<file path="config.mk">
export PLATFORM = sky130hd
export DESIGN_NAME = eff_clip_multi
export DESIGN_NICKNAME = d
export VERILOG_FILES = /design/src/rtl/eff_clip_multi.sv
export SDC_FILE = /design/constraint.sdc
export NUM_CORES = 1
export LEC_CHECK = 0
export CAP_MARGIN = 20
export CELL_PAD_IN_SITES_DETAIL_PLACEMENT = 0
export CELL_PAD_IN_SITES_GLOBAL_PLACEMENT = 2
export CORE_UTILIZATION = 41
export CTS_BUF_LIST = sky130_fd_sc_hd__clkbuf_16
export DETAILED_ROUTE_END_ITERATION = 8
export GPL_TIMING_DRIVEN = 0
export PLACE_DENSITY_LB_ADDON = 0.1
export SLEW_MARGIN = 20
export SYNTH_ARGS = -nofsm -noshare
export SYNTH_HDL_FRONTEND = slang
export SYNTH_SLANG_ARGS = --single-unit
</file>
<file path="constraint.sdc">
create_clock -name clk -period 18.2 [get_ports clk]
set_input_delay 3.64 -clock clk [delete_from_list [all_inputs] [get_ports clk]]
set_output_delay 3.64 -clock clk [all_outputs]
set_load 0.03 [all_outputs]
</file>
<file path="src/rtl/eff_clip_multi.sv">
// eff_clip_multi: four-stage gain / saturate / shape pipeline for signed samples.
//   stage 0: capture sample, mode, threshold and the current ramped gain
//   stage 1: full-width signed x unsigned gain product
//   stage 2: arithmetic shift by GAIN_FRAC, saturate to DATA_WIDTH
//   stage 3: hard clip / soft clip / fold shaping, registered outputs
// Optional feature macro: EFF_CLIP_FOLD_EN enables fold shaping for mode 3;
// without it mode 3 behaves as hard clip.
module eff_clip_multi #(
  parameter int DATA_WIDTH = 16,
  parameter int GAIN_WIDTH = 8,
  parameter int GAIN_FRAC  = 2,
  parameter int RAMP_STEP  = 1
) (
  input  logic                         clk,
  input  logic                         rst,
  input  logic [1:0]                   mode,
  input  logic [DATA_WIDTH-2:0]        thresh,
  input  logic [GAIN_WIDTH-1:0]        gain_tgt,
  input  logic signed [DATA_WIDTH-1:0] data_i,
  input  logic                         vld_i,
  output logic signed [DATA_WIDTH-1:0] data_o,
  output logic                         vld_o,
  output logic                         clip_o
);

  localparam int PW = DATA_WIDTH + GAIN_WIDTH + 1;
  localparam logic [1:0] MODE_BYPASS = 2'd0;
  localparam logic [1:0] MODE_HARD   = 2'd1;
  localparam logic [1:0] MODE_SOFT   = 2'd2;
  localparam logic [1:0] MODE_FOLD   = 2'd3;
  localparam logic [GAIN_WIDTH-1:0] STEP  = GAIN_WIDTH'(RAMP_STEP);
  localparam logic [GAIN_WIDTH-1:0] UNITY = GAIN_WIDTH'(32'd1 << GAIN_FRAC);
  localparam logic signed [DATA_WIDTH-1:0] SMAX = {1'b0, {(DATA_WIDTH-1){1'b1}}};
  localparam logic signed [DATA_WIDTH-1:0] SMIN = {1'b1, {(DATA_WIDTH-1){1'b0}}};

  logic [GAIN_WIDTH-1:0]        gain_cur, gain_nxt;
  logic                         v0, v1, v2;
  logic signed [DATA_WIDTH-1:0] s0_data;
  logic [GAIN_WIDTH-1:0]        s0_gain;
  logic [1:0]                   s0_mode, s1_mode, s2_mode;
  logic [DATA_WIDTH-2:0]        s0_thr, s1_thr, s2_thr;
  logic signed [PW-1:0]         s1_prod, prod_nxt, data_ext, gain_ext, shifted;
  logic signed [DATA_WIDTH-1:0] s2_x, sat_nxt;
  logic                         s2_sat, ovf;
  logic signed [DATA_WIDTH-1:0] thr_x, neg_thr, y;
  logic [DATA_WIDTH-1:0]        thr_u, mag, excess, soft_mag;
  logic                         clip_nxt;
`ifdef EFF_CLIP_FOLD_EN
  logic [DATA_WIDTH-1:0]        two_thr, fold_mag;
`endif

  // Gain ramp: move toward the target by RAMP_STEP without overshooting.
  always_comb begin
    gain_nxt = gain_cur;
    if (RAMP_STEP == 32'sd0) begin
      gain_nxt = gain_tgt;
    end else if (gain_tgt > gain_cur) begin
      if ((gain_tgt - gain_cur) > STEP) gain_nxt = gain_cur + STEP;
      else                              gain_nxt = gain_tgt;
    end else if (gain_tgt < gain_cur) begin
      if ((gain_cur - gain_tgt) > STEP) gain_nxt = gain_cur - STEP;
      else                              gain_nxt = gain_tgt;
    end else begin
      gain_nxt = gain_cur;
    end
  end

  // Stage 0 capture and gain register; the sample takes gain_cur before its update.
  always_ff @(posedge clk) begin
    if (rst) begin
      gain_cur <= UNITY;
      v0       <= 1'b0;
      s0_data  <= '0;
      s0_gain  <= '0;
      s0_mode  <= '0;
      s0_thr   <= '0;
    end else begin
      v0 <= vld_i;
      if (vld_i) begin
        gain_cur <= gain_nxt;
        s0_data  <= data_i;
        s0_gain  <= gain_cur;
        s0_mode  <= mode;
        s0_thr   <= thresh;
      end
    end
  end

  // Stage 1 product; bypass pre-scales by 2^GAIN_FRAC so stage 2 recovers it exactly.
  always_comb begin
    data_ext = {{(PW-DATA_WIDTH){s0_data[DATA_WIDTH-1]}}, s0_data};
    gain_ext = {{(PW-GAIN_WIDTH){1'b0}}, s0_gain};
    if (s0_mode == MODE_BYPASS) prod_nxt = data_ext <<< GAIN_FRAC;
    else                        prod_nxt = data_ext * gain_ext;
  end

  // Stage 1 register.
  always_ff @(posedge clk) begin
    if (rst) begin
      v1      <= 1'b0;
      s1_prod <= '0;
      s1_mode <= '0;
      s1_thr  <= '0;
    end else begin
      v1 <= v0;
      if (v0) begin
        s1_prod <= prod_nxt;
        s1_mode <= s0_mode;
        s1_thr  <= s0_thr;
      end
    end
  end

  // Stage 2 arithmetic shift and saturation; overflow when the upper bits disagree.
  always_comb begin
    shifted = s1_prod >>> GAIN_FRAC;
    ovf     = ~(&shifted[PW-1:DATA_WIDTH-1]) & (|shifted[PW-1:DATA_WIDTH-1]);
    if (ovf) sat_nxt = shifted[PW-1] ? SMIN : SMAX;
    else     sat_nxt = shifted[DATA_WIDTH-1:0];
  end

  // Stage 2 register.
  always_ff @(posedge clk) begin
    if (rst) begin
      v2      <= 1'b0;
      s2_x    <= '0;
      s2_sat  <= 1'b0;
      s2_mode <= '0;
      s2_thr  <= '0;
    end else begin
      v2 <= v1;
      if (v1) begin
        s2_x    <= sat_nxt;
        s2_sat  <= ovf;
        s2_mode <= s1_mode;
        s2_thr  <= s1_thr;
      end
    end
  end

  // Stage 3 shaping; magnitude of the most-negative value saturates to SMAX.
  always_comb begin
    thr_u    = {1'b0, s2_thr};
    thr_x    = $signed(thr_u);
    neg_thr  = -thr_x;
    if (s2_x == SMIN)       mag = SMAX;
    else if (s2_x[DATA_WIDTH-1]) mag = -s2_x;
    else                    mag = s2_x;
    excess   = mag - thr_u;
    soft_mag = thr_u + (excess >> 2);
`ifdef EFF_CLIP_FOLD_EN
    two_thr  = {s2_thr, 1'b0};
    if (mag >= two_thr) fold_mag = '0;
    else                fold_mag = two_thr - mag;
`endif
    y = s2_x;
    case (s2_mode)
      MODE_BYPASS: y = s2_x;
      MODE_SOFT: begin
        if (mag <= thr_u)          y = s2_x;
        else if (s2_x[DATA_WIDTH-1]) y = -$signed(soft_mag);
        else                       y = $signed(soft_mag);
      end
`ifdef EFF_CLIP_FOLD_EN
      MODE_FOLD: begin
        if (mag <= thr_u)          y = s2_x;
        else if (s2_x[DATA_WIDTH-1]) y = -$signed(fold_mag);
        else                       y = $signed(fold_mag);
      end
`endif
      MODE_HARD, MODE_FOLD: begin
        if (s2_x > thr_x)        y = thr_x;
        else if (s2_x < neg_thr) y = neg_thr;
        else                     y = s2_x;
      end
      default: y = s2_x;
    endcase
    if (s2_mode == MODE_BYPASS) clip_nxt = 1'b0;
    else                        clip_nxt = s2_sat | (y != s2_x);
  end

  // Output register; data and clip hold while no sample arrives.
  always_ff @(posedge clk) begin
    if (rst) begin
      vld_o  <= 1'b0;
      data_o <= '0;
      clip_o <= 1'b0;
    end else begin
      vld_o <= v2;
      if (v2) begin
        data_o <= y;
        clip_o <= clip_nxt;
      end
    end
  end

endmodule
</file>
==> results of run 1 <==
-- routing by layer --
| layer | share of wire, % | vias up |
|---|---|---|
| li1 | - | 6921 |
| met2 | 48 | 293 |
| met3 | 3.3 | 83 |
| met5 | 0 | - |
| met1 | 45 | 6907 |
| met4 | 4.0 | 0 |
-- sequential cells by signal, summed over array words and instances, names as in the netlist --
register	cells
data_o	16
s1_thr	15
s0_mode	2
s2_thr	15
s1_prod	23
clip_o	1
v1	1
s1_mode	2
s2_mode	2
s0_gain	8
vld_o	1
s0_thr	15
s0_data	16
s2_x	16
v2	1
v0	1
gain_cur	8
s2_sat	1
-- stage by stage --
stage | hold slack, ps | std cells
floorplan | 460.1 | 1968
global placement | 465.8 | 2539
detailed placement | 482.6 | 2539
CTS | 477.9 | 2571
global route | 493.5 | 2571
finish | 474.3 | 2571
-- cells by family after synthesis --
| family | after synthesis | share of synthesized area [%] |
|---|---|---|
| fa+ha+maj | 234 | 23.73 |
| buf+inv | 312 | 7.669 |
| simple gates | 706 | 21.90 |
| xor+xnor | 87 | 4.953 |
| mux | 100 | 6.415 |
| compound gates | 385 | 16.94 |
| flops | 144 | 18.41 |
-- worst paths after layout --
path / startpoint / to / cells past startpoint
hold reg to reg: data_o[12] / data_o[12] / 2
hold / removal: data_o[12] / data_o[12] / 2
setup reg to reg: s2_x[1] / clip_o / 32
setup / recovery: s2_x[1] / clip_o / 32
-- area by class of cell --
| class | count | area (µm²) |
|---|---|---|
| buffer | 117 | 469.2 |
| clock buffer | 17 | 425.4 |
| clock inverter | 15 | 187.7 |
| fill | 3937 | 20150 |
| inverter | 195 | 732.0 |
| multi-input combinational | 1512 | 11580 |
| sequential | 144 | 2883 |
| tap | 511 | 639.4 |
| timing repair buffer | 60 | 600.6 |
-- cell usage in the layout (no fill, tap or decap), types with 6 or more instances in the layout --
cell type / count
buf_1: 12
ha_1: 129
o21a_1: 20
dfxtp_1: 144
fa_1: 105
o31ai_1: 8
nand4_1: 24
and3_1: 18
a31oi_1: 18
xnor2_1: 51
xor2_1: 35
o21ai_0: 60
or2_2: 11
clkbuf_16: 17
clkdlybuf4s50_1: 60
clkbuf_1: 98
o211ai_1: 27
nand2_1: 163
nor2b_1: 22
nand3_1: 36
a2111oi_0: 8
nor2_1: 223
inv_1: 193
clkinv_8: 6
nor3_1: 41
a211oi_1: 28
mux2i_1: 97
or4_1: 6
or3_1: 11
a21oi_1: 102
nand2b_1: 32
nor4_1: 12
a311oi_1: 17
a21o_1: 16
and2_1: 88
-- worst register-to-register path: cells and delay by family, from the launching register on --
family	cells	cell delay, ps
flops	1	400
xor+xnor	1	260
compound gates	12	2520
fa+ha+maj	3	890
simple gates	12	2450
buf+inv	4	1420
-- power groups by stage --
stage / clock network [mW] / registers, mW / logic [mW]
global route: 0.377 / 0.349 / 0.538
CTS: 0.363 / 0.347 / 0.481
global placement: 0 / 0.354 / 0.477
finish: 0.357 / 0.347 / 0.489
floorplan: 0 / 0.347 / 0.342
detailed placement: 0 / 0.354 / 0.477
==> run_results.csv, run 1 <==
group,metric,value,unit
die,core_area,37670,µm²
cts,cts-resized-gates,0,
status,status,"finished clean",
place,post-dp-hpwl,43420,µm
sta,tightest_slew,1115,ps
min_path,hp-class,"reg2reg",
cells_and_area,fin_nets,2325,
sta,finalHoldViolations,0,
global_routing,grt_pass1_wl,82980,µm
cells_and_area,drive_above_1_share,3.398,%
sta,finalCritPeriodShare,44.30,%
cts,htreeDepth,4,
global_routing,antenna_found_initial,0,
cts,path_clk_slew,70,ps
global_routing,grt_max_degree,19,
cts,cts-hold-fix-buffers,0,
cts,cts_sinks,144,
synth,synth.distinct_cells,88,
drt,first_pass_iters,5,
cts,clockBufferDepth,2,
drt,dr.first_iter.drc_count,819,
place,placed_cell_area,16900,µm²
pwr,ir_worst_vdd,0.06759,mV
worst_setup_path,cpMostUsedCell,"o21a_1",
drt,wl_per_cell,20.75,µm
die,ios,62,
place,pre_cts_ws,10360,ps
worst_setup_path,cp_top_family,"compound AO/OA/AOI/OAI gates",
drt,vias,14204,
cells_and_area,design_area,17520,µm²
sta,drv_slew,0,
cts,numCtsBuffers,17,
worst_setup_path,path_class,"reg2reg",
pwr,switchingPower,501.8,µW
synth,yosysTopAreaCellShare,18.41,%
pwr,pwr-share-clk,29.9,%
synth,synth-seq-cells,144,
sta,setup_viol,0,
worst_setup_path,worstSetupEndpointType,"flop",
die,die_area,38990,µm²
die,rows,71,
worst_setup_path,path_max_fanout,10,
flow_run,maxCapViolations,0,
die,die_height,197.5,µm
synth,synthArstFlopShare,0,%
worst_setup_path,reg2reg_slack,10140,ps
worst_setup_path,cp_data_required_time,18500,ps
global_routing,gr-usage-met1,35.86,%
pwr,p_int,691.2,µW
synth,yosys.area.top_type,"dfxtp_1",
synth,yosysSeqAreaShare,18.41,%
worst_setup_path,start_kind,"flop",
synth,synthFlopType,"dfxtp_1",
sta,rsz0062_at_grt,"false",
synth,syn_area,15660,µm²
synth,synth_most_common_cell,"nor2_1",
die,dieWidth,197.5,µm
place,port_buffers,60,
pwr,p_sw_share,42.06,%
pwr,seqPwrFrac,29.1,%
worst_setup_path,crit_buf_inv,4,
cells_and_area,fin_util,46.50,%
synth,syn_nets,2246,
sta,fin_ws,10140,ps
drt,ant_nets,0,
synth,avgSynthCellArea,7.959,µm²
pwr,p_leak,7.654,nW
global_routing,busiest_layer,"met2",
global_routing,grt_use_met2,48.20,%
worst_setup_path,slowest_stage,"clkbuf_1",
drt,post-route-drc-count,0,
global_routing,grt_usage,28.11,%
synth,synthTopCellsByArea,"dfxtp_1 (18%), fa_1 (13%), ha_1 (10%)",
cts,cts_tree,"yes",
die,initial_utilization,41.58,%
worst_setup_path,critPathMaxStageDelay,540,ps
drt,wl,53360,µm
synth,syn_inst,1968,
cells_and_area,diodes,0,
sta,tns,0,ps
pwr,power_frac_comb,41.0,%
sta,finalClockSkew,17.05,ps
cells_and_area,syn_to_final_growth,11.83,%
pwr,power_density,68.11,nW/µm²
sta,period_minus_slack,8062,ps
synth,synth_edf_count,0,
worst_setup_path,critPathArrivalTime,8360,ps
global_routing,grt_pass1_vias,14061,
sta,max_freq,124.0,MHz
global_routing,use_met3,3.039,%
sta,slew_headroom,25.64,%
cts,clk_latency,440,ps
cts,post_cts_buffers,0,
synth,yosys-top-cells-count,"nor2_1 (223), inv_1 (193), nand2_1 (163), dfxtp_1 (144), ha_1 (129)",
drt,vias_per_cell,5.525,
place,gp_congestion,0.9632,
cts,cts_root_buf,"clkbuf_16",
synth,synth_warnings,0,
pwr,finalPower,1.193,mW
global_routing,grt_remaining_overflow,0,
Note: power is estimated with default switching activity, not from simulation.
==> run 2, diff against run 1 <==
--- a/config.mk
+++ b/config.mk
@@ -8,7 +8,7 @@
 export CAP_MARGIN = 20
 export CELL_PAD_IN_SITES_DETAIL_PLACEMENT = 0
 export CELL_PAD_IN_SITES_GLOBAL_PLACEMENT = 2
-export CORE_UTILIZATION = 41
+export CORE_UTILIZATION = 35
 export CTS_BUF_LIST = sky130_fd_sc_hd__clkbuf_16
 export DETAILED_ROUTE_END_ITERATION = 8
 export GPL_TIMING_DRIVEN = 0
==> constraint.sdc (replaced) <==
create_clock -name clk -period 6.5 [get_ports clk]
set_input_delay 1.3 -clock clk [delete_from_list [all_inputs] [get_ports clk]]
set_output_delay 1.3 -clock clk [all_outputs]
set_load 0.03 [all_outputs]
==> run_results.csv, run 2 (synthesis gave the netlist of run 1 again) <==
group,metric,value,unit
status,status,"finished clean",
cts,clk_latency,470,ps
cts,cts_root_buf,"clkbuf_16",
flow_run,maxCapViolations,0,
global_routing,grt_max_degree,18,
die,ios,62,
worst_setup_path,worstSetupEndpointType,"flop",
cts,clockBufferDepth,2,
drt,vias,14310,
cts,numCtsBuffers,17,
cells_and_area,final_cell_mix,"nor2_1 (219), inv_1 (190), nand2_1 (162)",
cells_and_area,design_area,18280,µm²
drt,post-route-drc-count,0,
sta,tightest_slew,1016,ps
cts,cts_tree,"yes",
worst_setup_path,crit_buf_inv,0,
min_path,whs_path_depth,2,
global_routing,grt_usage,25.18,%
place,post-dp-hpwl,44780,µm
pwr,p_sw_share,41.46,%
place,port_buffers,60,
pwr,p_leak,7.947,nW
worst_setup_path,r2r_cells,26,
cts,htreeDepth,4,
cells_and_area,fin_nets,2349,
drt,dr.first_iter.drc_count,908,
pwr,finalPower,3.572,mW
die,rows,77,
die,dieWidth,213.5,µm
global_routing,grt_pass1_wl,85600,µm
cells_and_area,drive_above_1_share,8.013,%
die,die_area,45600,µm²
cells_and_area,diodes,0,
min_path,hold_end,"s1_prod[6]",
worst_setup_path,start_kind,"flop",
worst_setup_path,critPathMaxStageDelay,620,ps
place,gp_congestion,0.9478,
global_routing,grt_pass1_vias,14262,
global_routing,grt_remaining_overflow,0,
global_routing,antenna_found_initial,0,
worst_setup_path,cp_top_family,"compound AO/OA/AOI/OAI gates",
worst_setup_path,path_max_fanout,6,
sta,finalHoldViolations,0,
min_path,hp-class,"reg2reg",
pwr,p_int,2.091,mW
worst_setup_path,cp_data_required_time,6900,ps
pwr,seqPwrFrac,27.3,%
worst_setup_path,reg2reg_slack,30,ps
pwr,power_frac_comb,44.1,%
pwr,pwr-share-clk,28.5,%
cells_and_area,fin_util,41.34,%
worst_setup_path,path_class,"reg2reg",
drt,first_pass_iters,5,
pwr,ir_worst_vdd,0.2032,mV
worst_setup_path,r2r-end,"clip_o",
cells_and_area,final_common_cell,"nor2_1",
sta,drv_slew,0,
sta,max_freq,154.6,MHz
min_path,min_from,"s1_prod[6]",
drt,vias_per_cell,5.348,
cts,path_clk_slew,70,ps
sta,slew_headroom,32.03,%
drt,wl_per_cell,20.81,µm
pwr,switchingPower,1.481,mW
sta,rsz0062_at_grt,"true",
worst_setup_path,slowest_stage,"o311ai_0",
cts,cts_sinks,144,
place,placed_cell_area,17020,µm²
die,core_area,44220,µm²
die,die_height,213.5,µm
sta,setup_viol,0,
pwr,power_density,195.4,nW/µm²
drt,wl,55690,µm
sta,period_minus_slack,6470,ps
cells_and_area,syn_to_final_growth,16.71,%
cells_and_area,regMostFlops,"s1_prod",
worst_setup_path,reg2reg_from,"s2_x[4]",
sta,finalClockSkew,11.74,ps
cells_and_area,largest_reg_flops,23,
sta,finalCritPeriodShare,99.54,%
worst_setup_path,critPathArrivalTime,6870,ps
die,initial_utilization,35.42,%
drt,ant_nets,0,
==> run 2: metal layers <==
layer | vias to the layer above | GRT usage, % | routed length, µm
met5 | - | 0 | 0
met4 | 0 | 8.645 | 1660
met3 | 86 | 3.749 | 2201
met2 | 322 | 44.08 | 27420
li1 | 6970 | - | -
met1 | 6932 | 31.39 | 24410
==> run 2: worst max path at each step <==
stage / start / to / slack [ps] / cells after the start
after floorplan: s2_x[1] / clip_o / 50 / 32
after global placement: s2_x[1] / clip_o / -1440 / 32
after detailed placement: s2_x[1] / clip_o / -1410 / 32
after CTS: s2_x[5] / clip_o / -70 / 28
after global routing: s2_x[4] / clip_o / -240 / 32
final: s2_x[4] / clip_o / 30 / 26
==> run 2: power by group through the flow <==
stage          clock, mW  combinational (mW)  sequential [mW]
2_1_floorplan          0               0.959            0.973
3_3_place_gp           0                1.36            0.992
3_5_place_dp           0                1.36            0.992
4_1_cts             1.06                1.48            0.974
5_1_grt             1.09                1.71            0.981
6_report            1.02                1.58            0.976
==> run 2: repair_timing <==
action	CTS	global route
hold buffers	0	0
pin swaps	28	25
setup endpoints to repair	10	15
buffers inserted	23	8
gates resized for setup	49	50
hold endpoints to repair	0	0
==> run 2: metrics by stage <==
stage / TNS [ps] / worst slack (ps) / std cells / hold slack, ps
after floorplan: 0 / 45.51 / 1968 / 460.1
after global placement: -7503 / -1435 / 2620 / 469.5
after detailed placement: -7918 / -1410 / 2620 / 478.9
after CTS: -71.54 / -71.54 / 2670 / 487.9
after global routing: -737.3 / -236.3 / 2676 / 510.2
final: 0 / 29.71 / 2676 / 486.2
==> run 2: final cells by class <==
| type | count | area, µm² |
|---|---|---|
| well taps | 592 | 740.7 |
| fillers | 4604 | 25940 |
| clock inverters | 15 | 185.2 |
| inverters | 195 | 737.0 |
| repair buffers | 91 | 849.6 |
| plain buffers | 110 | 470.5 |
| clock buffers | 17 | 425.4 |
| multi-input cells | 1512 | 11970 |
| flip-flops and latches | 144 | 2900 |
==> run 2: worst min-delay path, delay by kind of cell (launching register included) <==
family	cells	cell delay, ps
AND/OR/NAND/NOR	1	80
flip-flops	1	310
AO/OA/AOI/OAI	1	50
==> patch 1: new RTL, config.mk and constraints of run 2 <==
Make the reset (`rst`) asynchronous in 4 clocked blocks.
--- a/src/rtl/eff_clip_multi.sv
+++ b/src/rtl/eff_clip_multi.sv
@@ -68,3 +68,3 @@
   // Stage 0 capture and gain register; the sample takes gain_cur before its update.
-  always_ff @(posedge clk) begin
+  always_ff @(posedge clk or posedge rst) begin
     if (rst) begin
@@ -97,3 +97,3 @@
   // Stage 1 register.
-  always_ff @(posedge clk) begin
+  always_ff @(posedge clk or posedge rst) begin
     if (rst) begin
@@ -122,3 +122,3 @@
   // Stage 2 register.
-  always_ff @(posedge clk) begin
+  always_ff @(posedge clk or posedge rst) begin
     if (rst) begin
@@ -182,3 +182,3 @@
   // Output register; data and clip hold while no sample arrives.
-  always_ff @(posedge clk) begin
+  always_ff @(posedge clk or posedge rst) begin
     if (rst) begin
Behaviour: not the same (a bounded check fails within 10 cycles, from zero or initial values and one cycle with rst high; the reset may be asserted at any time).
==> patch 1 against run 2 <==
  * Maximum frequency is 0.62% higher
  * Design area is 0.53% higher
  * Sequential cell count did not move
  * Setup slack improved by 0.040 ns
  * Routed wire length down 8.7%
  * Synthesized cell count is 7.4% lower
  * Area after synthesis is 0.48% higher
  * Cell count down 5.1%
  * Non-clock buffer count decreased by 16
  * Largest cell class unchanged
  * Highest routed layer unchanged
Power is not shown: default switching activity piles up to over one toggle a cycle in this logic, so the estimate is an artifact.
==> patch 1: results (changes against run 2) <==
set qor(numPortBuffers) 61 ;# +1.7%
set qor(dr.first_iter.drc_count) 771 ;# -15%
set qor(track_usage_pct) 22.9 ;# -2.3 points
set qor(critical_path_at_ns) 6.82 ;# -0.05 ns
set qor(synth.yosys.seq_area_share_pct) 22.9 ;# +4.5 points
set qor(wire_per_inst_um) 20.0 ;# -3.7%
set qor(nNetsFinal) 2212 ;# -5.8%
set qor(clock-skew-final_ns) 0.0152 ;# +0.00344 ns
set qor(top_cell_type_s_share_of_synthesized_area_pct) 22.7 ;# +4.3 points
set qor(vias) 13300 ;# -7.2%
set qor(synthArstFlopShare_pct) 100 ;# +100 points
set qor(slew_headroom_pct) 28.2 ;# -3.8 points
set qor(post_dp_cell_area_um2) 17100 ;# +0.64%
set qor(mappedNetlistNets) 2100 ;# -6.5%
set qor(yosys-top-cells-count) {197 x inv_1, 172 x nand2_1, 143 x dfrtp_1}
set qor(dp_hpwl_mm) 40.4 ;# -9.8%
set qor(wire_length_of_the_first_global_routing_pass_mm) 80.7 ;# -5.7%
set qor(grt_max_degree) 82 ;# +64
set qor(drive_gt1_share_pct) 12.5 ;# +4.5 points
set qor(grt_pass1_vias) 13800 ;# -3.5%
set qor(critPathSlowestCell) {dfrtp_1}
set qor(dominantRegCellSynth) {dfrtp_1}
set qor(run_status) {complete, no violations}
set qor(crit_path_max_incr_delay_ns) 0.50 ;# -0.12 ns
set qor(initial_antenna_violation_count) 0 ;# unchanged
set qor(main_area_contributors_after_synthesis) {dfrtp_1 23%, fa_1 13%, ha_1 10%, inv_1 4.7%, mux2_2 4.7%}
set qor(hold_vio_cnt_final) 0 ;# unchanged
set qor(finalWeightedCongestion) 0.917 ;# -3.2%
set qor(unique_cell_type_count_in_the_yosys_netlist) 94 ;# +6.8%
-- patch 1: changes by cell type after synthesis, sizes merged, moves of 12 or more --
cell	before	now
nor2	223	122
o21ai	62	86
clkbuf	98	73
mux2i	97	25
nand2b	32	15
mux2	3	66
dfrtp	0	143
a211oi	28	16
a311oi	17	2
xnor2	51	69
dfxtp	144	0
a21oi	102	120
-- patch 1: final timing paths --
kind | startpoint | end | slack [ns] | depth (start not counted)
setup / recovery | s2_x[0] | data_o[15] | 0.07 | 27
hold / removal | v0 | v1 | 0.39 | 0
setup reg to reg | s2_x[0] | data_o[15] | 0.07 | 27
hold reg to reg | v0 | v1 | 0.39 | 0
max in group asynchronous | rst | s2_x[15] | 4.41 | 3
min in group asynchronous | rst | s0_thr[3] | 1.26 | 2
-- patch 1: kinds of logic (layout without fill, tap and decap cells) --
kind of cell	after synthesis	in the layout	synth area share (%)
adders and majority gates	234	234	23.6
buffers and inverters	294	419	7.22
xor gates and xnor gates	101	101	5.72
muxes	91	91	6.31
DFF	144	144	22.9
and+or+nand+nor	566	566	17.8
AOI/OAI and AO/OA	392	392	16.5
-- patch 1: what timing repair did --
action / in CTS / in global routing
cloned: 0 / 1
hold buffers: 0 / 0
gates resized for setup: 47 / 51
pin swaps: 14 / 17
endpoints found under the setup margin: 10 / 9
buffers inserted: 13 / 23
-- patch 1: metrics by stage --
step	TNS (ns)	utilization [%]	worst slack (ns)	hold slack (ns)	cells
detailed placement	-5.06	38.6	-1.03	0.379	2476
floorplan	0	-	0.0591	0.352	1822
CTS	-0.0744	40.6	-0.0744	0.394	2517
global placement	-147.28	38.6	-1.05	0.391	2475
global route	-0.437	41.5	-0.201	0.400	2539
finish	0	41.5	0.0693	0.388	2539
-- patch 1: metal layers --
| layer | vias to the layer above | routed length, um | track usage (%) |
|---|---|---|---|
| met4 | 0 | 1570 | 8.93 |
| li1 | 6474 | - | - |
| met3 | 78 | 1570 | 3.42 |
| met5 | - | 0 | 0 |
| met1 | 6491 | 23400 | 29.8 |
| met2 | 230 | 24400 | 38.2 |
-- patch 1: area by class of cell --
type                            instances  area (um2)
Inverter                              202         781
Fill cell                            4590       25900
Clock buffer                           17         425
Timing Repair Buffer                   99         933
Buffer                                 86         393
Clock inverter                         15         183
Tap cell                              592         741
Sequential cell                       144        3610
Multi-Input combinational cell       1384       11300
-- patch 1: critical path, delay by kind of cell, from the launching register on --
kind / cells / cell delay, ns
AO/OA/AOI/OAI: 9 / 1.95
XOR/XNOR: 2 / 0.21
adder cells (fa/ha/maj): 3 / 1.05
buffers and inverters: 2 / 0.48
flip-flops: 1 / 0.50
multiplexers: 1 / 0.16
AND/OR/NAND/NOR: 10 / 2.00
==> patch 2: new RTL, config.mk and constraints of run 2 <==
Made on the original files. Build with the macro `EFF_CLIP_FOLD_EN` defined.
--- a/src/rtl/eff_clip_multi.sv
+++ b/src/rtl/eff_clip_multi.sv
@@ -7,2 +7,4 @@
 // without it mode 3 behaves as hard clip.
+`define EFF_CLIP_FOLD_EN
+
 module eff_clip_multi #(
Behaviour: not the same (Yosys sat finds a counterexample within 10 cycles, from zero or initial values and one cycle with rst high).
==> patch 2 against run 2 <==
  * Clock skew is 0.0013 ns higher
  * Design area is 8.1% higher
  * Area after synthesis is 7.6% higher
  * Routed wire length is 13% higher
  * Sequential cell count stayed put
  * Setup slack better by 0.11 ns
  * Critical path type unchanged
  * Total power is 0.16% higher
  * Core utilization is 0.12 points higher
==> patch 2: results (changes against run 2) <==
set qor(gr-usage-met3_pct) 2.99 ;# -0.76 points
set qor(place_inst) 2830 ;# +8.0%
set qor(wire_per_inst_um) 21.7 ;# +4.2%
set qor(yosys-top-cells-count) {217 x inv_1, 213 x nor2_1, 168 x nand2_1}
set qor(clock-skew-final_ns) 0.0131 ;# +0.00131 ns
set qor(synth.yosys.seq_area_share_pct) 17.1 ;# -1.3 points
set qor(nNetsFinal) 2568 ;# +9.3%
set qor(use_met2_pct) 43.3 ;# -0.73 points
set qor(setup.reg_to_reg.worst_slack_ns) 0.14 ;# +0.11 ns
set qor(worst_skew_pair.late_latency_ns) 0.44 ;# -0.03 ns
set qor(met1_layer_usage_reported_by_global_route_pct) 34.1 ;# +2.7 points
set qor(finish.cell_count_without_fillers) 2900 ;# +8.4%
set qor(initial_antenna_violation_count) 1 ;# +1
set qor(grt_pass1_vias) 16000 ;# +12%
set qor(unique_cell_type_count_in_the_yosys_netlist) 77 ;# -13%
set qor(crit_fanout) 9 ;# +3
set qor(power.ir.vdd_worst_mv) 0.159 ;# -22%
set qor(grt_max_degree) 17 ;# -1
set qor(main_area_contributors_after_synthesis) {dfxtp_1 17%, fa_1 13%, ha_1 11%, mux2i_1 5.1%, inv_1 4.8%}
set qor(cts_root_buf) {clkbuf_16}
set qor(finalWeightedCongestion) 0.923 ;# -2.6%
set qor(run_status) {complete, no violations}
set qor(numPortBuffers) 59 ;# -1.7%
set qor(track_usage_pct) 25.8 ;# +0.65 points
set qor(dr.first_iter.drc_count) 883 ;# -2.8%
set qor(crit_path_max_incr_delay_ns) 0.41 ;# -0.21 ns
set qor(power.leakage_uw) 0.00850 ;# +7.0%
set qor(max_reg_flops) 23 ;# unchanged
set qor(vias_per_cell) 5.48 ;# +2.5%
set qor(dp_hpwl_mm) 50.4 ;# +13%
set qor(slew_worst_pin_ns) 1.07 ;# +0.0516 ns
set qor(n_fill_cell) 4935 ;# +7.2%
set qor(drive_gt1_share_pct) 9.15 ;# +1.1 points
set qor(critPathSlowestCell) {or3_4}
set qor(wire_length_of_the_first_global_routing_pass_mm) 97.1 ;# +13%
set qor(synthesis.instances) 2156 ;# +9.6%
set qor(critical_path_at_ns) 6.67 ;# -0.20 ns
set qor(p_switching_uw) 1520 ;# +2.5%
## patch 2: cell types whose count changed after synthesis, sizes merged, moves of 11 or more
cell,delta
mux2i,-11
a21oi,+34
xnor2,+29
a21o,+11
nor3,+23
o21ai,+26
nand2b,-13
ha,+17
inv,+25
## patch 2: critical path: cells and delay by family, from the launching register on
kind	cells	cell delay, ns
compound gates	11	2.19
xor+xnor	1	0.21
fa+ha+maj	2	0.51
buf+inv	3	0.56
flops	1	0.35
simple gates	11	2.39
## patch 2: per-layer routing
| layer | vias up | share of wire, % |
|---|---|---|
| li1 | 7691 | - |
| met1 | 7744 | 45 |
| met2 | 375 | 47 |
| met3 | 93 | 4.1 |
| met4 | 0 | 3.7 |
| met5 | - | 0 |
## patch 2: worst paths after layout
kind	depth (start not counted)	from	to
min	2	data_o[8]	data_o[8]
min reg2reg	2	data_o[8]	data_o[8]
max reg2reg	28	s2_x[10]	clip_o
max	28	s2_x[10]	clip_o
## patch 2: cells by family after synthesis
logic type / Yosys count / share of synthesized area [%]
xor+xnor: 123 / 6.39
simple gates: 716 / 20.7
buf+inv: 351 / 8.01
compound gates: 481 / 18.9
flops: 144 / 17.1
mux: 89 / 5.38
fa+ha+maj: 252 / 23.4
## patch 2: through the flow
step	util [%]	hold WS, ns	setup WS (ns)	total power [uW]	instance area (um2)
global route	41.5	0.486	-0.0841	3790	19800
finish	41.5	0.464	0.135	3580	19800
detailed placement	38.2	0.464	-1.90	2450	18200
CTS	40.0	0.475	-0.186	3500	19000
floorplan	-	0.460	0.190	1990	16800
global placement	38.2	0.456	-2.04	2440	18200
## patch 2: final cells by class
class	instances	area (um2)	share of cell area (%)
Timing Repair Buffer	101	910	4.60
Sequential cell	144	2890	14.7
Multi-Input combinational cell	1661	13100	66.5
Clock buffer	17	425	2.15
Tap cell	615	769	3.90
Clock inverter	15	169	0.855
Inverter	220	845	4.28
Buffer	127	609	3.08
## patch 2: power by group through the flow
stage / Clock, uW / Sequential (uW) / Combinational [uW]
3_3_place_gp: 0 / 988 / 1450
2_1_floorplan: 0 / 968 / 1020
6_report: 997 / 974 / 1610
3_5_place_dp: 0 / 989 / 1460
5_1_grt: 1060 / 978 / 1760
4_1_cts: 1020 / 971 / 1500
## patch 2: timing repair
action | in CTS | in global routing
hold buffers | 0 | 0
resized for setup | 50 | 115
setup endpoints to repair | 19 | 13
buffers inserted | 6 | 36
pin swaps | 6 | 27
hold endpoints to repair | 0 | 0
